### src/rtl/tx_serial_8n1.sv
// 8N1 serial transmitter: start bit, 8 data bits LSB first, stop bit; each bit held CLKS_PER_BIT cycles.
// Start bit appears at the accept edge; requests while busy are dropped (no queueing), caller waits for ocupado=0.
module tx_serial_8n1 #(
  parameter int CLKS_PER_BIT = 434,
  parameter int CNT_W        = 16
) (
  input  logic       clock,
  input  logic       reset,
  input  logic       partida,
  input  logic [7:0] dados_ascii,
  output logic       saida_serial,
  output logic       pronto,
  output logic       ocupado,
  output logic [1:0] db_estado,
  output logic       db_tick
);

  localparam logic [1:0] INICIAL     = 2'b00;
  localparam logic [1:0] TRANSMISSAO = 2'b01;
  localparam logic [1:0] FINAL       = 2'b10;

  localparam logic [CNT_W-1:0] LAST_CNT = CNT_W'(CLKS_PER_BIT - 1);
  localparam logic [CNT_W-1:0] CNT_ONE  = CNT_W'(1);

  logic [1:0]       estado;
  logic [3:0]       bitIdx;
  logic [CNT_W-1:0] periodCnt;
  // Bits still to be shifted out after the one on the line; the start bit goes straight to the output register.
  logic [8:0]       shiftReg;

  always_ff @(posedge clock) begin
    if (!reset) begin
      estado       <= INICIAL;
      saida_serial <= 1'b1;
      pronto       <= 1'b0;
      ocupado      <= 1'b0;
      db_tick      <= 1'b0;
      bitIdx       <= '0;
      periodCnt    <= '0;
      shiftReg     <= '1;
    end else begin
      pronto  <= 1'b0;
      db_tick <= 1'b0;
      case (estado)
        TRANSMISSAO: begin
          if (periodCnt == LAST_CNT) begin
            periodCnt <= '0;
            db_tick   <= 1'b1;
            if (bitIdx == 4'd9) begin
              estado       <= FINAL;
              saida_serial <= 1'b1;
              ocupado      <= 1'b0;
              pronto       <= 1'b1;
              shiftReg     <= '1;
            end else begin
              saida_serial <= shiftReg[0];
              shiftReg     <= {1'b1, shiftReg[8:1]};
              bitIdx       <= bitIdx + 4'd1;
            end
          end else begin
            periodCnt <= periodCnt + CNT_ONE;
          end
        end
        default: begin
          // The edge leaving the single final cycle already counts as idle, so a held
          // request restarts with exactly one idle-high cycle after the stop bit.
          estado       <= INICIAL;
          saida_serial <= 1'b1;
          if (partida) begin
            shiftReg     <= {1'b1, dados_ascii};
            saida_serial <= 1'b0;
            periodCnt    <= '0;
            bitIdx       <= '0;
            ocupado      <= 1'b1;
            estado       <= TRANSMISSAO;
          end
        end
      endcase
    end
  end

  assign db_estado = estado;

endmodule

### config.mk
export PLATFORM = sky130hd
export DESIGN_NAME = tx_serial_8n1
export DESIGN_NICKNAME = d
export VERILOG_FILES = /design/src/rtl/tx_serial_8n1.sv
export SDC_FILE = /design/constraint.sdc
export NUM_CORES = 1
export LEC_CHECK = 0
export CAP_MARGIN = 30
export CORE_MARGIN = 4
export CORE_UTILIZATION = 50
export DETAILED_ROUTE_END_ITERATION = 12
export PLACE_DENSITY = 0.8
export SLEW_MARGIN = 30
export SYNTH_ARGS = -nofsm -noshare
export SYNTH_HDL_FRONTEND = slang
export SYNTH_SLANG_ARGS = --single-unit
export TNS_END_PERCENT = 50
### constraint.sdc
create_clock -name clock -period 2 [get_ports clock]
set_input_delay 0.2 -clock clock [delete_from_list [all_inputs] [get_ports clock]]
set_output_delay 0.2 -clock clock [all_outputs]
set_load 0.1 [all_outputs]
==> results by stage, run 1 <==
Critical path:
- The category of the worst setup path capture point is a flip-flop.
- The terminus of the critical flop-to-flop path is periodCnt[14]$_SDFFE_PN0P_.
- The path type of the worst setup path is reg -> reg.
- Across all register-to-register paths, the minimum setup slack is 0.19 ns.
- The largest delay contributor family on the critical path is simple AND/OR/NAND/NOR gates.
- The beginning of the worst register-to-register path is periodCnt[0]$_SDFFE_PN0P_.
- Data arrives at the worst endpoint at about 2 ns.
- For this design, the slowest cell found on the critical path is sky130_fd_sc_hd__dfxtp_1.
- Counting cells, the worst reg-to-reg path comes to 7.
- The largest single stage delay on the critical path is between 0.4 and 0.5 ns.
- The data required time at the worst endpoint is 2.21 ns.
- Traced cell by cell, the critical path runs through ha_1 -> nor4b_2 -> and4_4 -> nor2_2 -> buf_4 -> a41oi_1 -> a31oi_1.
- The maximum fanout along the worst path is 13.
- The critical path depth in cells is 7.
- The kind of start point of the critical path is a flip-flop.
- The buffering stage count on the worst path with inverters included is 1.

Timing:
- The final max-slew violation count came to 0.
- The count of endpoints failing hold in the final timing report is 0.
- The worst hold slack after final layout is between 0.4 and 0.5 ns.
- The smallest clock period supported by the final layout is computed as 1.809 ns.
- For the pin with the worst max-slew slack, the measured transition is 0.5021 ns.
- Between clock sinks in the finished design, the worst skew comes to 0.01276 ns.
- Measured against its own limit, the worst slew margin works out to 66.22%.
- The final period utilization is 90.43%.
- Setup violations remaining at the end of the flow were counted as 0.
- Timing would allow up to 552.9 MHz.

Power:
- The leakage component of the power is 0.7483 nW.
- The final total power is roughly 1.4 mW.
- The maximum ir drop on the vdd rail is 0.5457 mV.
- In this run the power density over the cells is 710.7 mW/mm².

Global route:
- The first global-routing pass estimated approximately 6000 µm of wire.
- The remaining global-route overflow is 0.
- Global routing used between 10% and 20% of the available tracks across all layers.
- The number of global-route vias before repair is 1,285.
- The number of antenna violations at the first check in global routing came to 0.
- The largest net degree at the start of global routing is 16.

Synth:
- The synthesized net count is 218.
- The most used flip-flop cell after synthesis is sky130_fd_sc_hd__dfxtp_1.
- After synthesis, the share of flip-flops with an asynchronous set or reset is 0%.
- In the post-synthesis netlist, the cell with the most instances is sky130_fd_sc_hd__dfxtp_1.
- In this run, distinct cell masters in the synthesized netlist total 42.
- During synthesis, Yosys emitted a total of 0 warnings.
- The post-synth design cell area is 0.001677 mm².
- After synthesis, the most frequently instantiated cells are 34 x sky130_fd_sc_hd__dfxtp_1, 27 x sky130_fd_sc_hd__nand2_1, 19 x sky130_fd_sc_hd__nor2_1, 13 x sky130_fd_sc_hd__a21oi_1, 13 x sky130_fd_sc_hd__o21ai_0.
- Of the synthesized area, sequential elements account for 40.60%.
- Each instance of the synthesized netlist takes up on average 8.259 µm².
- The fraction of synthesized cell area taken by the top area cell type is 40.60%.
- The leading area contributor after synthesis is sky130_fd_sc_hd__dfxtp_1.
- The post-synthesis cell count is 203.
- In this run, synthesis inferred 0 flip-flops with an integrated enable.
- Ranked by total cell area, the synthesized netlist is headed by sky130_fd_sc_hd__dfxtp_1 41%, sky130_fd_sc_hd__nand2_1 6.0%, sky130_fd_sc_hd__nor2_1 4.3%.
- Counting flops and latches in the post-synthesis netlist gives 34.

Clock network:
- In this run the post-CTS setup repair buffer count came out at 0.
- Once the clock tree was built, the resizer swapped 0 gates to a different size.
- The number of clock buffers added by TritonCTS is 5.
- The clock tree from TritonCTS is yes.
- The clock tree root driver cell is sky130_fd_sc_hd__clkbuf_4.
- The clock-pin slew reported for the worst setup and hold paths after clock tree synthesis is about 0.11 ns.
- For this design, the CTS-stage hold fixing added 0 buffers.
- The number of H-tree levels is 2.
- The clock latency on the worst-skew pair is 0.34 ns.
- In this run the deepest clock path goes through 2 buffers.
- Counting every sink on the clock net gives 34.

Placement:
- The HPWL after detailed placement is between 2000 and 3000 µm.
- The last weighted congestion value of the routability-driven placer is 0.8111.
- The count of buffers from port buffering is 16.

Finish:
- Compared with the post-synthesis result, the final layout area differs by 17.31%.
- The final layout net count is about 240.
- The filler cells instantiated in the layout total 278.
- Cells with a size suffix above 1 make up 13.22% of the layout.
- In the final layout, the multi-input gates occupy 914.6 µm².
- The antenna diode instance count is 0.
- Summing all flip-flop and latch instances after layout gives a little under 700 µm².

Hold path:
- The worst hold path begins at dados_ascii[7].
- The end of the worst hold path is shiftReg[7]$_SDFFE_PN1P_.
- The kind of path behind the tightest hold check is in -> reg.
- The worst hold path passes through 3 cells.

Outcome:
- The flow ran to the end, and the final reports show no timing, DRC or antenna violations.

Die:
- The width of the chip is between 60 and 70 µm.
- The area of the core region is approximately 0.0031 mm².
- The die is 65.91 µm tall.
- The number of cell rows is 20.
- The top-level port count is 17.
- The initial standard-cell utilization of the core is a little over half.
- The die area is 0.004343 mm².

Detailed routing:
- The number of routed nets with antenna violations is 0.
- In the routed design, unresolved DRC markers number 0.
- For this run, the detailed router's first-pass iteration total came to 4.
- Dividing the detail-routed wire length by the instance count gives between 10 and 15 µm.
- Using the TritonRoute via totals, the vias-per-cell ratio works out to about 5.6.
- The total routed wirelength is around 3500 µm.
- Summing over every cut layer, the via total after detailed routing is between 1,500 and 2,000.
- The count of routing violations after the opening detailed-route iteration is between 100 and 150.

Run:
- Max-cap violations in this run came to 0.
-- tightest hold or removal path: cells and delay by family --
family / cells / cell delay [ns]
buffers and inverters: 1 / 0.39
and+or+nand+nor: 1 / 0.09
AOI/OAI and AO/OA: 1 / 0.08
-- flip-flops by register name, summed over array words and instances (netlist names) --
name          cells
periodCnt        16
shiftReg          8
bitIdx            4
db_estado         2
db_tick           1
ocupado           1
pronto            1
saida_serial      1
-- report_power, final --
part / internal (mW) / total, mW / switching, mW
Sequential: 0.700 / 0.714 / 0.0143
Combinational: 0.0693 / 0.194 / 0.124
Clock: 0.265 / 0.490 / 0.225
-- cell type report --
cell class	instances	area share (%)
clock buffer	7	2.290
clock inverter	1	1.527
inverter	5	0.9542
multi-input combinational	154	46.50
sequential	34	34.73
tap	44	2.799
timing repair buffer	26	11.20
-- routing by layer --
metal,vias to the layer above,global-route usage (%),part of all wire [%]
met5,-,0,0
met4,0,9.067,2.2
met3,10,5.102,5.6
met2,41,22.53,41
met1,674,26.72,51
li1,790,-,-
-- per-stage QoR --
stage / std cells / setup slack [ns] / utilization (%) / instance area (µm²) / setup TNS [ns]
finish: 271 / 0.1914 / 62.88 / 1967 / 0
global route: 271 / -0.002672 / 62.88 / 1967 / -0.002672
CTS: 271 / 0.08880 / 62.80 / 1964 / 0
floorplan: 203 / 0.1015 / - / 1679 / 0
global placement: 263 / 0.1774 / 60.40 / 1889 / 0
detailed placement: 263 / 0.1066 / 60.40 / 1889 / 0
-- layout by cell type, fill, tap and decap left out, drive strengths merged, types with 2 or more instances in the layout --
| master | Yosys | routed |
|---|---|---|
| and2 | 2 | 2 |
| nand3 | 10 | 10 |
| and3 | 2 | 2 |
| a31oi | 8 | 8 |
| a311o | 6 | 6 |
| nand4 | 5 | 5 |
| o21ai | 13 | 13 |
| and4 | 4 | 4 |
| nor3 | 12 | 12 |
| inv | 5 | 5 |
| xnor2 | 2 | 2 |
| nand2 | 28 | 28 |
| ha | 4 | 4 |
| a21oi | 13 | 13 |
| nand2b | 2 | 2 |
| xor2 | 2 | 2 |
| nor2 | 20 | 20 |
| clkdlybuf4s50 | 0 | 10 |
| nor4 | 3 | 3 |
| clkbuf | 5 | 7 |
| dfxtp | 34 | 34 |
| buf | 5 | 16 |
| a21o | 3 | 3 |
-- worst max-delay path by stage --
stage	start	end	slack, ns
floorplan	db_estado[0]$_SDFFE_PN0P_	shiftReg[4]$_SDFFE_PN1P_	0.10
global placement	periodCnt[0]$_SDFFE_PN0P_	shiftReg[2]$_SDFFE_PN1P_	0.18
detailed placement	periodCnt[0]$_SDFFE_PN0P_	shiftReg[2]$_SDFFE_PN1P_	0.11
CTS	periodCnt[0]$_SDFFE_PN0P_	periodCnt[14]$_SDFFE_PN0P_	0.09
global route	periodCnt[0]$_SDFFE_PN0P_	periodCnt[14]$_SDFFE_PN0P_	-0.003
finish	periodCnt[0]$_SDFFE_PN0P_	periodCnt[14]$_SDFFE_PN0P_	0.19
-- logic make-up (layout without fill, tap and decap cells) --
kind of cell | after synthesis | after routing | synth area share (%)
fa+ha+maj | 4 | 4 | 2.985
buf+inv | 15 | 39 | 5.000
compound gates | 50 | 50 | 18.96
simple gates | 94 | 94 | 29.10
flops | 34 | 34 | 40.60
xor+xnor | 4 | 4 | 2.090
mux | 2 | 2 | 1.269
Power figures use the tool's default switching activity.
==> inputs of run 2 (changes only) <==
==> constraint.sdc (replaced) <==
create_clock -name clock -period 2.1 [get_ports clock]
set_input_delay 0.21 -clock clock [delete_from_list [all_inputs] [get_ports clock]]
set_output_delay 0.21 -clock clock [all_outputs]
set_load 0.1 [all_outputs]
==> results by stage, run 2 (synthesized netlist as in run 1, its figures left out) <==
Clock network:
- The tree built by TritonCTS fans out to 34 sinks.
- The number of buffers inserted by hold repair at cts is 0.
- The number of H-tree levels is 2.
- The number of clock buffers added by TritonCTS is 5.
- Once the clock tree was built, the resizer swapped 0 gates to a different size.
- The setup fix buffers added after clock tree synthesis is 0.
- The maximum number of buffers from clock root to sink is 2.
- TritonCTS built the clock tree.
- The clock latency on the worst-skew pair is 0.35 ns.
- The clock tree root driver cell is sky130_fd_sc_hd__clkbuf_4.
- After clock tree synthesis, the clock-pin slew on the worst setup and hold paths is 0.11 ns.

Critical path:
- Data on the critical path arrives at its endpoint at 2.14 ns.
- The kind of start point of the critical path is a flip-flop.
- The data required time at the worst endpoint is between 2 and 2.5 ns.
- The category of the worst setup path capture point is a flip-flop.
- The path type of the worst setup path is reg -> reg.
- Traced cell by cell, the critical path runs through ha_1 -> nor4b_2 -> and4_1 -> nand2_4 -> a311o_1.
- The number of buffers and inverters on the critical path is 0.
- The terminus of the critical flop-to-flop path is shiftReg[6]$_SDFFE_PN1P_.
- The beginning of the worst register-to-register path is periodCnt[0]$_SDFFE_PN0P_.
- The logic depth of the worst register-to-register path is 5.
- The largest delay contributor family on the critical path is simple AND/OR/NAND/NOR gates.
- The largest stage delay on the critical path is 0.43 ns.
- In this run the worst path has a maximum fanout of 15.
- The minimum setup slack among reg-to-reg paths is 0.19 ns.
- The slowest library cell on the worst path is sky130_fd_sc_hd__dfxtp_1.

Hold path:
- The kind of path behind the tightest hold check is in -> reg.
- The depth of the worst hold-timing path is 3.
- The launch instance of the worst min-delay path is dados_ascii[7].
- The end of the worst hold path is shiftReg[7]$_SDFFE_PN1P_.

Power:
- In this run the power density over the cells is between 600 and 700 mW/mm².
- The worst-case IR drop observed on VDD is 0.3357 mV.
- The completed layout was analyzed and its total power is 1.242 mW.
- The leakage component of the power is 0.7320 nW.

Global route:
- Entering global routing, the biggest net connects 16 pins.
- The all-layer global routing usage is between 10% and 20%.
- The remaining global-route overflow is 0.
- The number of antenna violations at the first check in global routing is 0.
- The first global-routing pass estimated 6113 µm of wire.
- The number of global-route vias before repair is 1,321.

Finish:
- The synthesis-to-layout area growth is 15.30%.
- The share of final-layout standard cells stronger than drive strength 1 is 12.00%.
- The final layout net count is 239.
- In the final layout, flip-flops and latches occupy a little under 700 µm².
- After the flow finishes, the layout carries non-filler instances totaling ~270.
- The commonest non-fill, non-tap cell in the layout is sky130_fd_sc_hd__dfxtp_1.
- The multi-input logic area is about 910 µm².
- The register with the most flip-flops in the layout has 16 of them.
- The layout has 271 filler cells.
- The antenna diode instance count is 0.
- Cells fill around three fifths of the core in the end.
- The top cell types in the final layout, fill and taps aside, are 33 x sky130_fd_sc_hd__dfxtp_1, 27 x sky130_fd_sc_hd__nand2_1, 19 x sky130_fd_sc_hd__nor2_1.
- Once layout is done, the placed cells without fillers occupy about 0.0019 mm².
- The register with the most flip-flops in the final layout is periodCnt.
- The largest registers in the layout are periodCnt: 16 flops, shiftReg: 8 flops, bitIdx: 4 flops.

Timing:
- The highest clock rate is 523.6 MHz.
- Setup repair after global routing left no endpoint under its margin.
- The final period utilization is 90.95%.
- Setup violations remaining at the end of the flow were counted as 0.
- The worst hold slack after final layout is around 0.48 ns.
- The final max-slew violation count is 0.
- Clock skew on the completed layout was measured at 0.01286 ns.
- The transition time of the tightest slew-check pin is slightly above 0.5 ns.
- For the finished layout, the period the worst path requires is 1.910 ns.
- The minimum setup slack in the final design is 0.1900 ns.
- The count of endpoints failing hold in the final timing report is 0.
- The post-route setup TNS is 0 ns.
- The relative slew slack is 65.62%.

Placement:
- In this run the cell area measured after placement is 0.001873 mm².
- The worst setup timing slack at the placement stage is about 0.20 ns.
- The count of buffers from port buffering is 16.
- The HPWL after detailed placement is roughly 2500 µm.
- The last weighted congestion value of the routability-driven placer is roughly 0.83.
- Counting tap cells, the placed design contains a total of 261 instances.

Detailed routing:
- For this block, the initial DRC count from the detailed router was 127.
- After detailed routing, the total wire length is 3511 µm.
- The via total after detailed routing is 1,518.
- The routed length per placed instance is 13.05 µm.
- The remaining routing DRC violations is 0.
- The average vias per placed instance is 5.643.
- For this run, the detailed router's first-pass iteration total came to 4.
- The number of routed nets with antenna violations is 0.

Die:
- The initial standard-cell utilization of the core is 53.60%.
- From left edge to right edge, the die measures 65.91 µm.
- The die area is 0.004343 mm².
- For this design the top-level I/O count stands at 17.
- The floorplan step defined a core boundary enclosing 0.003128 mm².
- The number of cell rows is 20.
- The die is 65.91 µm tall.

Outcome:
- The flow ran to the end, and the final reports show no timing, DRC or antenna violations.

Run:
- Max-cap violations in this run came to 0.
[run 2: metal layers]
metal	track usage [%]	vias to the layer above	part of all wire, %
met5	0	-	0
met4	8.549	0	1.6
met3	6.633	5	6.0
met2	25.41	39	42
met1	25.95	694	51
li1	-	780	-
[run 2: worst min-delay path: cells and delay by family]
family	cells	cell delay, ns
buf+inv	1	0.39
simple gates	1	0.09
compound gates	1	0.08
[run 2: cell type report]
| class | count | area share (%) |
|---|---|---|
| clock buffers | 7 | 2.848 |
| clock inverters | 1 | 0.2589 |
| inverters | 5 | 0.9709 |
| multi-input cells | 154 | 47.18 |
| flip-flops and latches | 34 | 35.28 |
| well taps | 44 | 2.848 |
| repair buffers | 24 | 10.61 |
[run 2: worst max-delay path by stage]
stage / start / to / slack [ns] / cells past startpoint
2_1_floorplan: db_estado[1]$_SDFFE_PN0P_ / shiftReg[4]$_SDFFE_PN1P_ / 0.03 / 7
3_3_place_gp: periodCnt[0]$_SDFFE_PN0P_ / shiftReg[2]$_SDFFE_PN1P_ / 0.28 / 5
3_5_place_dp: periodCnt[0]$_SDFFE_PN0P_ / shiftReg[2]$_SDFFE_PN1P_ / 0.20 / 5
4_1_cts: periodCnt[0]$_SDFFE_PN0P_ / shiftReg[5]$_SDFFE_PN1P_ / 0.18 / 5
5_1_grt: periodCnt[0]$_SDFFE_PN0P_ / shiftReg[4]$_SDFFE_PN1P_ / 0.02 / 5
6_report: periodCnt[0]$_SDFFE_PN0P_ / shiftReg[6]$_SDFFE_PN1P_ / 0.19 / 5
[run 2: power breakdown]
part	total, mW	switching, mW	internal [mW]
logic	0.184	0.118	0.0661
registers	0.680	0.0141	0.666
clock network	0.378	0.216	0.162
